File: src/rtl/ab_cbrt_mul_param.sv
// Sequential y = a * floor(cbrt(b)) unit with root-only and multiply-only modes.
// One serial shift-add multiplier is shared by the cube-root loop and the final product.
`timescale 1ns/1ps
module ab_cbrt_mul_param #(
   parameter int WIDTH = 8
) (
   input  logic                 clk_i,
   input  logic                 rst_i,
   input  logic [WIDTH-1:0]     a_i,
   input  logic [WIDTH-1:0]     b_i,
   input  logic [1:0]           mode_i,
   input  logic                 start_i,
   output logic [2*WIDTH-1:0]   y_bo,
   output logic                 busy_o,
   output logic                 done_o
);

   // state     | meaning
   // IDLE      | waiting for start_i
   // ROOT_PREP | double partial root, load multiplier with y and y+1
   // ROOT_MUL  | serial y*(y+1), WIDTH+1 cycles
   // ROOT_CMP  | trial subtract of (3y(y+1)+1) << s, advance iteration
   // MUL       | serial a*y or a*b, WIDTH cycles
   // DONE      | publish result, pulse done_o

   localparam int K  = (WIDTH + 2) / 3;
   localparam int MW = 2*WIDTH + 2;
   localparam int TW = 3*WIDTH + 2;
   localparam int IW = $clog2(K + 1);
   localparam int CW = $clog2(WIDTH + 1);

   typedef enum logic [2:0] {
      S_IDLE, S_ROOT_PREP, S_ROOT_MUL, S_ROOT_CMP, S_MUL, S_DONE
   } state_t;

   state_t            state_r, state_nxt;
   logic [WIDTH-1:0]  a_r, x_r, y_r;
   logic [1:0]        mode_r;
   logic [IW-1:0]     i_r;
   logic [CW-1:0]     cnt_r;
   logic [MW-1:0]     mcand_r, acc_r;
   logic [WIDTH:0]    mplier_r;

   logic [TW-1:0]     t_val;
   logic              root_ge;
   logic              last_iter;
   logic [WIDTH-1:0]  y_inc;
   int                shift_amt;

   always_comb begin
      shift_amt = 3 * (K - 1 - int'(i_r));
      t_val     = ((TW'(acc_r) << 1) + TW'(acc_r) + TW'(1)) << shift_amt;
      root_ge   = (TW'(x_r) >= t_val);
      y_inc     = y_r + WIDTH'(root_ge);
      last_iter = (i_r == IW'(K - 1));
   end

   always_ff @(posedge clk_i or negedge rst_i) begin
      if (!rst_i) state_r <= S_IDLE;
      else        state_r <= state_nxt;
   end

   always_comb begin
      state_nxt = state_r;
      case (state_r)
         S_IDLE:      if (start_i) state_nxt = (mode_i == 2'd2) ? S_MUL : S_ROOT_PREP;
         S_ROOT_PREP: state_nxt = S_ROOT_MUL;
         S_ROOT_MUL:  if (cnt_r == '0) state_nxt = S_ROOT_CMP;
         S_ROOT_CMP: begin
            if (!last_iter)            state_nxt = S_ROOT_PREP;
            else if (mode_r == 2'd1)   state_nxt = S_DONE;
            else                       state_nxt = S_MUL;
         end
         S_MUL:       if (cnt_r == '0) state_nxt = S_DONE;
         S_DONE:      state_nxt = S_IDLE;
         default:     state_nxt = S_IDLE;
      endcase
   end

   always_ff @(posedge clk_i or negedge rst_i) begin
      if (!rst_i) begin
         a_r      <= '0;
         x_r      <= '0;
         y_r      <= '0;
         mode_r   <= '0;
         i_r      <= '0;
         cnt_r    <= '0;
         mcand_r  <= '0;
         acc_r    <= '0;
         mplier_r <= '0;
         y_bo     <= '0;
         busy_o   <= 1'b0;
         done_o   <= 1'b0;
      end else begin
         done_o <= 1'b0;
         case (state_r)
            S_IDLE: if (start_i) begin
               a_r      <= a_i;
               x_r      <= b_i;
               mode_r   <= (mode_i == 2'd3) ? 2'd0 : mode_i;
               y_r      <= '0;
               i_r      <= '0;
               busy_o   <= 1'b1;
               acc_r    <= '0;
               mcand_r  <= MW'(a_i);
               mplier_r <= {1'b0, b_i};
               cnt_r    <= CW'(WIDTH - 1);
            end
            S_ROOT_PREP: begin
               y_r      <= {y_r[WIDTH-2:0], 1'b0};
               mcand_r  <= MW'({y_r, 1'b0});
               mplier_r <= {y_r, 1'b0} + (WIDTH+1)'(1);
               acc_r    <= '0;
               cnt_r    <= CW'(WIDTH);
            end
            S_ROOT_MUL, S_MUL: begin
               if (mplier_r[0]) acc_r <= acc_r + mcand_r;
               mcand_r  <= mcand_r << 1;
               mplier_r <= mplier_r >> 1;
               cnt_r    <= cnt_r - CW'(1);
            end
            S_ROOT_CMP: begin
               if (root_ge) x_r <= x_r - t_val[WIDTH-1:0];
               y_r <= y_inc;
               if (!last_iter) i_r <= i_r + IW'(1);
               // preload the final product; ROOT_PREP overwrites it if more iterations follow
               mcand_r  <= MW'(a_r);
               mplier_r <= {1'b0, y_inc};
               acc_r    <= '0;
               cnt_r    <= CW'(WIDTH - 1);
            end
            S_DONE: begin
               y_bo   <= (mode_r == 2'd1) ? {{WIDTH{1'b0}}, y_r} : acc_r[2*WIDTH-1:0];
               done_o <= 1'b1;
               busy_o <= 1'b0;
            end
            default: ;
         endcase
      end
   end

endmodule

File: config.mk
export PLATFORM = sky130hd
export DESIGN_NAME = ab_cbrt_mul_param
export DESIGN_NICKNAME = d
export VERILOG_FILES = /design/src/rtl/ab_cbrt_mul_param.sv
export SDC_FILE = /design/constraint.sdc
export NUM_CORES = 1
export LEC_CHECK = 0
export CAP_MARGIN = 20
export CORE_MARGIN = 3
export CORE_UTILIZATION = 23
export DETAILED_ROUTE_END_ITERATION = 16
export PLACE_DENSITY_LB_ADDON = 0.25
export SLEW_MARGIN = 15
export SYNTH_ARGS = -nofsm -noshare
export SYNTH_HDL_FRONTEND = slang
export SYNTH_SLANG_ARGS = --single-unit
File: constraint.sdc
create_clock -name clk_i -period 7.1 [get_ports clk_i]
set_input_delay 0.71 -clock clk_i [delete_from_list [all_inputs] [get_ports clk_i]]
set_output_delay 0.71 -clock clk_i [all_outputs]
set_load 0.02 [all_outputs]
Yosys cells after proc, flatten, opt, wreduce, memory -nomap -nowiden --
Cells that the tools add are included.
Cells by class: $mul 1, order comparisons 1, muxes and demuxes 29, reduce and logical (&&, ||, !) cells 17, add/sub/neg operators 9, shift-type cells 1, equal/unequal tests 15
Operators with widths (count):
- 18-bit one-hot mux with 4 select lines | 1
- 18-bit two-way mux | 3
- 18-bit one-hot mux with 3 select lines | 1
- 9-bit one-hot mux with 4 select lines | 1
- 21-bit by 32-bit left shift with 26-bit output | 1
- 8-bit by 26-bit greater-or-equal comparator with 1-bit output | 1
- 8-bit two-way mux | 3
- 8-bit one-hot mux with 3 select lines | 1
- 20-bit by 1-bit adder with 21-bit output (second input constant) | 1
- 19-bit by 18-bit adder with 20-bit output | 1
- 18-bit adder | 1
- 16-bit two-way mux | 1
- 4-bit one-hot mux with 4 select lines | 1
- 8-bit one-hot mux with 2 select lines | 1
- 3-bit two-way mux | 5
- 3-bit one-hot mux with 5 select lines | 1
- 2-bit != test (second input constant) | 6
- 3-bit AND reduction | 4
- 9-bit by 1-bit adder with 9-bit output (second input constant) | 1
- 9-bit two-way mux | 1
- 8-bit by 1-bit adder with 8-bit output | 1
- 2-bit AND reduction | 4
- 8-bit subtractor | 1
- 2-bit equality test (second input constant) | 3
- other kinds (19) | 28
Word-level totals: bits of input ports 21, output and inout bits 18, register bits after elaboration 98, word-level logic and storage cells 86

Longest topological paths before layout --
word-level depth 6, depth in mapped cells 27

Worst setup path after synthesis --
No wires, ideal clock.
path kind register to register, from register i_r[0], to register mplier_r[6], path slack 2.087 ns, stages on the path, launching flop included 27, data required time 6.976 ns, library setup time 0.124 ns, buffers on the path 3, arrival time 4.889 ns, clock period less this slack 5.013 ns, cells stage by stage dfrtp_1 -> clkinv_1 -> ha_1 -> clkbuf_1 -> or2_2 -> clkbuf_1 -> or3_1 -> ha_1 -> nor2b_1 -> o21ai_0 -> nand2b_1 -> and2_1 -> o21a_1 -> o31a_1 -> o21a_1 -> o221ai_1 -> or4_4 -> buf_6 -> nor2_1 -> ha_1 -> ha_1 -> and3_1 -> nand2_1 -> o21ai_0 -> a32oi_1 -> nor2_1 -> a211o_1
On the way: cells in the longest elaborated chain, start to end 6
RTL lines:
- start, declared | RTL line 39 | logic [IW-1:0] i_r;
- start signal, assigned | RTL line 125 | if (!last_iter) i_r <= i_r + IW'(1);
- 2-bit by 2-bit subtractor with 3-bit output | RTL line 51 | shift_amt = 3 * (K - 1 - int'(i_r));
- 3-bit by 3-bit multiplier with 6-bit output | RTL line 51
- 21-bit by 32-bit left shift with 26-bit output | RTL line 52 | t_val = ((TW'(acc_r) << 1) + TW'(acc_r) + TW'(1)) << shift_amt;
- 8-bit by 26-bit greater-or-equal comparator with 1-bit output | RTL line 53 | root_ge = (TW'(x_r) >= t_val);
- 8-bit by 1-bit adder with 8-bit output | RTL line 54 | y_inc = y_r + WIDTH'(root_ge);
- 9-bit one-hot mux with 4 select lines | RTL line 96 | case (state_r)
- end signal, assigned | RTL line 106 | mplier_r <= {1'b0, b_i};
- end signal, assigned | RTL line 112 | mplier_r <= {y_r, 1'b0} + (WIDTH+1)'(1);
- end signal, assigned | RTL line 119 | mplier_r <= mplier_r >> 1;
- end, declared | RTL line 42 | logic [WIDTH:0] mplier_r;
No other way between the ends. A chain may end at the register's enable or synchronous reset.

Final worst setup path --
Same ends and word-level chain as after synthesis.

==> results.md <==
* Drt pass-1 iters at 5
* PortBufs at 38
* Final ANT Viol Nets at 0
* Synth Area in XOR/XNOR at 4.74%
* LEAKAGE at about 3.7 nW
* Net count, final at approximately 930
* Post-synthesis mux area share at between 4 and 5%
* Most frequent cells in the layout: 149 x nand2_1, 98 x dfrtp_1, 73 x o21ai_0
* Slack of the critical path at 1.45 ns
* Post-synth cell types at a little over 80
* Final Cycle Share at 79.6%
* Iter 0 DRT Violations at between 400 and 500
* Total net switching power at 1.67 mW
* TNS Setup at 0 ns
* Post-CTS Resized at 0
* Wire per inst at 16.4 um
* Max-cap violations at 0
* Synth Area in Simple Gates at 19.6%
* HP Class: in -> async
* CTS tree: done
* Pre-CTS setup slack at 1.50 ns
* Antenna diodes at 0
* GR Overflow Total at 0
* Core Rows at 64
* Post-synth EDFFs at 0
* Sequential share of power at 26.8%
* Hold Fails Final Rpt at 0
* Clock Skew at around 0.012 ns
* Worst Path Arrival at 5.90 ns
* Die W at 185 um
* Sequential fraction of the synthesis area at 33.4%
* Outcome: completed
* Initial Utilization at 23.7%
* CTS root buffer: clkbuf_16
* Worst-Skew Late Latency at 0.37 ns
* # DRC at 0
* Clock transition at path regs at 0.08 ns
* Routability Congestion at 0.838
* Share of the synthesized area in the top cell type at around 33%
* Measured slew at the worst slew-check pin at between 0.9 and 1 ns
* Syn nets at 920
* Startpoint Class: flip-flop
* Layout cells sized above 1 at 8.23%
* H-tree Lvls at 3
* First-pass GRT wire length at 34400 um
* Total CTS buffers at 9
* Worst setup EP type: flip-flop
* Yosys Warn Count at 0
* Die Y at 185 um
* Vias in the first global route at 6195
* Final setup fails at 0
* Logic pwr share at 58.9%
* Largest net degree at the start of global routing at 70
* Area Growth Syn to Fin at 14.5%
* Syn Std Cell Area at 7330 um^2
* Switching share of power at a little under half
* Clock sinks at 98
* Mapped Cells at 847
* CTS Hold Bufs at 0
* Adder-cell share of the synthesized area at 9.18%
* Synth Flop Type: dfrtp_1
* Async SR Flop Fraction at 100%
* Commonest non-fill, non-tap cell in the layout: nand2_1
* Cell internal pwr at 1.84 mW
* Part of the power in the clock network at 14.4%
* I/O Pins at 39
* Pwr dens at 418 nW/um^2
* F_max at 177 MHz
* Post-DP HPWL at around 15000 um
* Via count at 6254
* Slew HR at 37.2%
* Worst VDD drop at between 150 and 200 uV
* Die area at 34100 um^2
* Required time worst endpoint at 7.35 ns
* Max Slew Vio Count at 0
* Global Route Usage Sum at 12.5%
* Avg Inst Size Synth at 8.66 um^2
* Compound-Gate Fraction of Synth Area at between 20% and 30%
* Crit-path max FO at 25
* Final min period at 5.65 ns
* Initial antenna violation count at 0
* Post CTS Setup Buffer Count at 0
* Top cells by area, synth: dfrtp_1 33%, ha_1 8.4%, nand2_1 7.6%
* DRT Wirelength at slightly above 20000 um
* Largest area contributor in the netlist: dfrtp_1
* Synth Register Bits at slightly below 100
* Core area at 31000 um^2
* Vias/cell at 4.97
* CTS max path bufs at 2
* RSZ-0062 raised after global routing: false
* Main combinational cell family by area after synthesis: compound AO/OA/AOI/OAI gates
* Critical path class: reg -> reg
## layer usage
layer  GRT usage (%)  vias up  part of all wire, %
li1                -     3123                    -
met1            17.7     2998                   50
met2            19.8      109                   45
met3            1.54       24                  2.7
met4            4.17        0                  2.2
met5               0        -                    0
## power by group through the flow
stage / clock (mW) / sequential (mW) / combinational, mW
after floorplan: 0 / 0.925 / 1.48
after global placement: 0 / 0.950 / 2.05
after detailed placement: 0 / 0.948 / 2.06
after CTS: 0.521 / 0.942 / 2.07
after global routing: 0.540 / 0.969 / 2.31
final: 0.503 / 0.939 / 2.06
## Yosys cell counts, types with 11 or more instances
cell / count
ha_1: 49
dfrtp_1: 98
a31oi_1: 11
xor2_1: 14
a21oi_1: 36
xnor2_1: 22
a22o_1: 24
inv_1: 20
nand2b_1: 14
nor2b_1: 13
a21o_1: 16
mux2i_1: 12
nand2_1: 149
nand3_1: 21
or3_1: 11
o21ai_0: 73
nor3_1: 18
nor2_1: 40
clkbuf_1: 38
## worst max-delay path, cell delays in order (launching register included)
cell      delay [ns]
dfrtp_1         0.33
buf_4           0.25
clkinv_1        0.29
ha_1            0.57
or2_2           0.43
or3_1           0.33
ha_1            0.33
nor2b_1         0.14
o21ai_0         0.15
nand2b_1        0.09
and2_1          0.17
o21a_1          0.18
o31a_1          0.28
o21a_1          0.18
o221ai_1        0.17
or4_4           0.22
nor2_1          0.07
ha_1            0.25
ha_1            0.22
and3_1          0.21
nand2_1         0.06
o21ai_0         0.08
a32oi_1         0.18
nor2_1          0.07
a211o_1         0.28
## cell type report
class	instances	area [um^2]
clock buffers	9	225
inverters	21	78.8
clock inverters	7	66.3
well taps	396	495
flip-flops and latches	98	2450
multi-input cells	677	4590
repair buffers	51	490
fillers	3247	22600
## flip-flops by register name (all words and copies together) (netlist names)
signal	count
acc_r	18
mcand_r	18
y_bo	16
mplier_r	9
a_r	8
x_r	8
y_r	8
cnt_r	4
state_r	3
i_r	2
mode_r	2
busy_o	1
done_o	1
## through the flow
| step | hold WS (ns) | utilization, % | power, mW | std cells | cell area [um^2] |
|---|---|---|---|---|---|
| after floorplan | 0.414 | - | 2.41 | 847 | 7330 |
| after global placement | 0.458 | 26.1 | 3.00 | 1241 | 8080 |
| after detailed placement | 0.462 | 26.1 | 3.01 | 1241 | 8080 |
| after CTS | 0.264 | 27.0 | 3.53 | 1257 | 8370 |
| after global routing | 0.279 | 27.1 | 3.82 | 1259 | 8400 |
| final | 0.255 | 27.1 | 3.51 | 1259 | 8400 |
## path summary, 6_finish.rpt
kind | start | endpoint | slack (ns) | cells past startpoint
setup / recovery | i_r[0]$_DFFE_PN0P_ | mplier_r[6]$_DFFE_PN0P_ | 1.45 | 24
hold / removal | rst_i | state_r[1]$_DFFE_PN0P_ | 0.25 | 1
setup reg to reg | i_r[0]$_DFFE_PN0P_ | mplier_r[6]$_DFFE_PN0P_ | 1.45 | 24
hold reg to reg | mode_r[1]$_DFFE_PN0P_ | mode_r[1]$_DFFE_PN0P_ | 0.48 | 2
max in group asynchronous | rst_i | mcand_r[14]$_DFFE_PN0P_ | 5.56 | 2
min in group clk_i | mode_r[1]$_DFFE_PN0P_ | mode_r[1]$_DFFE_PN0P_ | 0.48 | 2
## cells by family after synthesis
group,Yosys count
xor+xnor,38
fa+ha+maj,52
simple gates,305
buf+inv,72
compound gates,260
mux,22
flops,98
(Power assumes the default switching activity.)
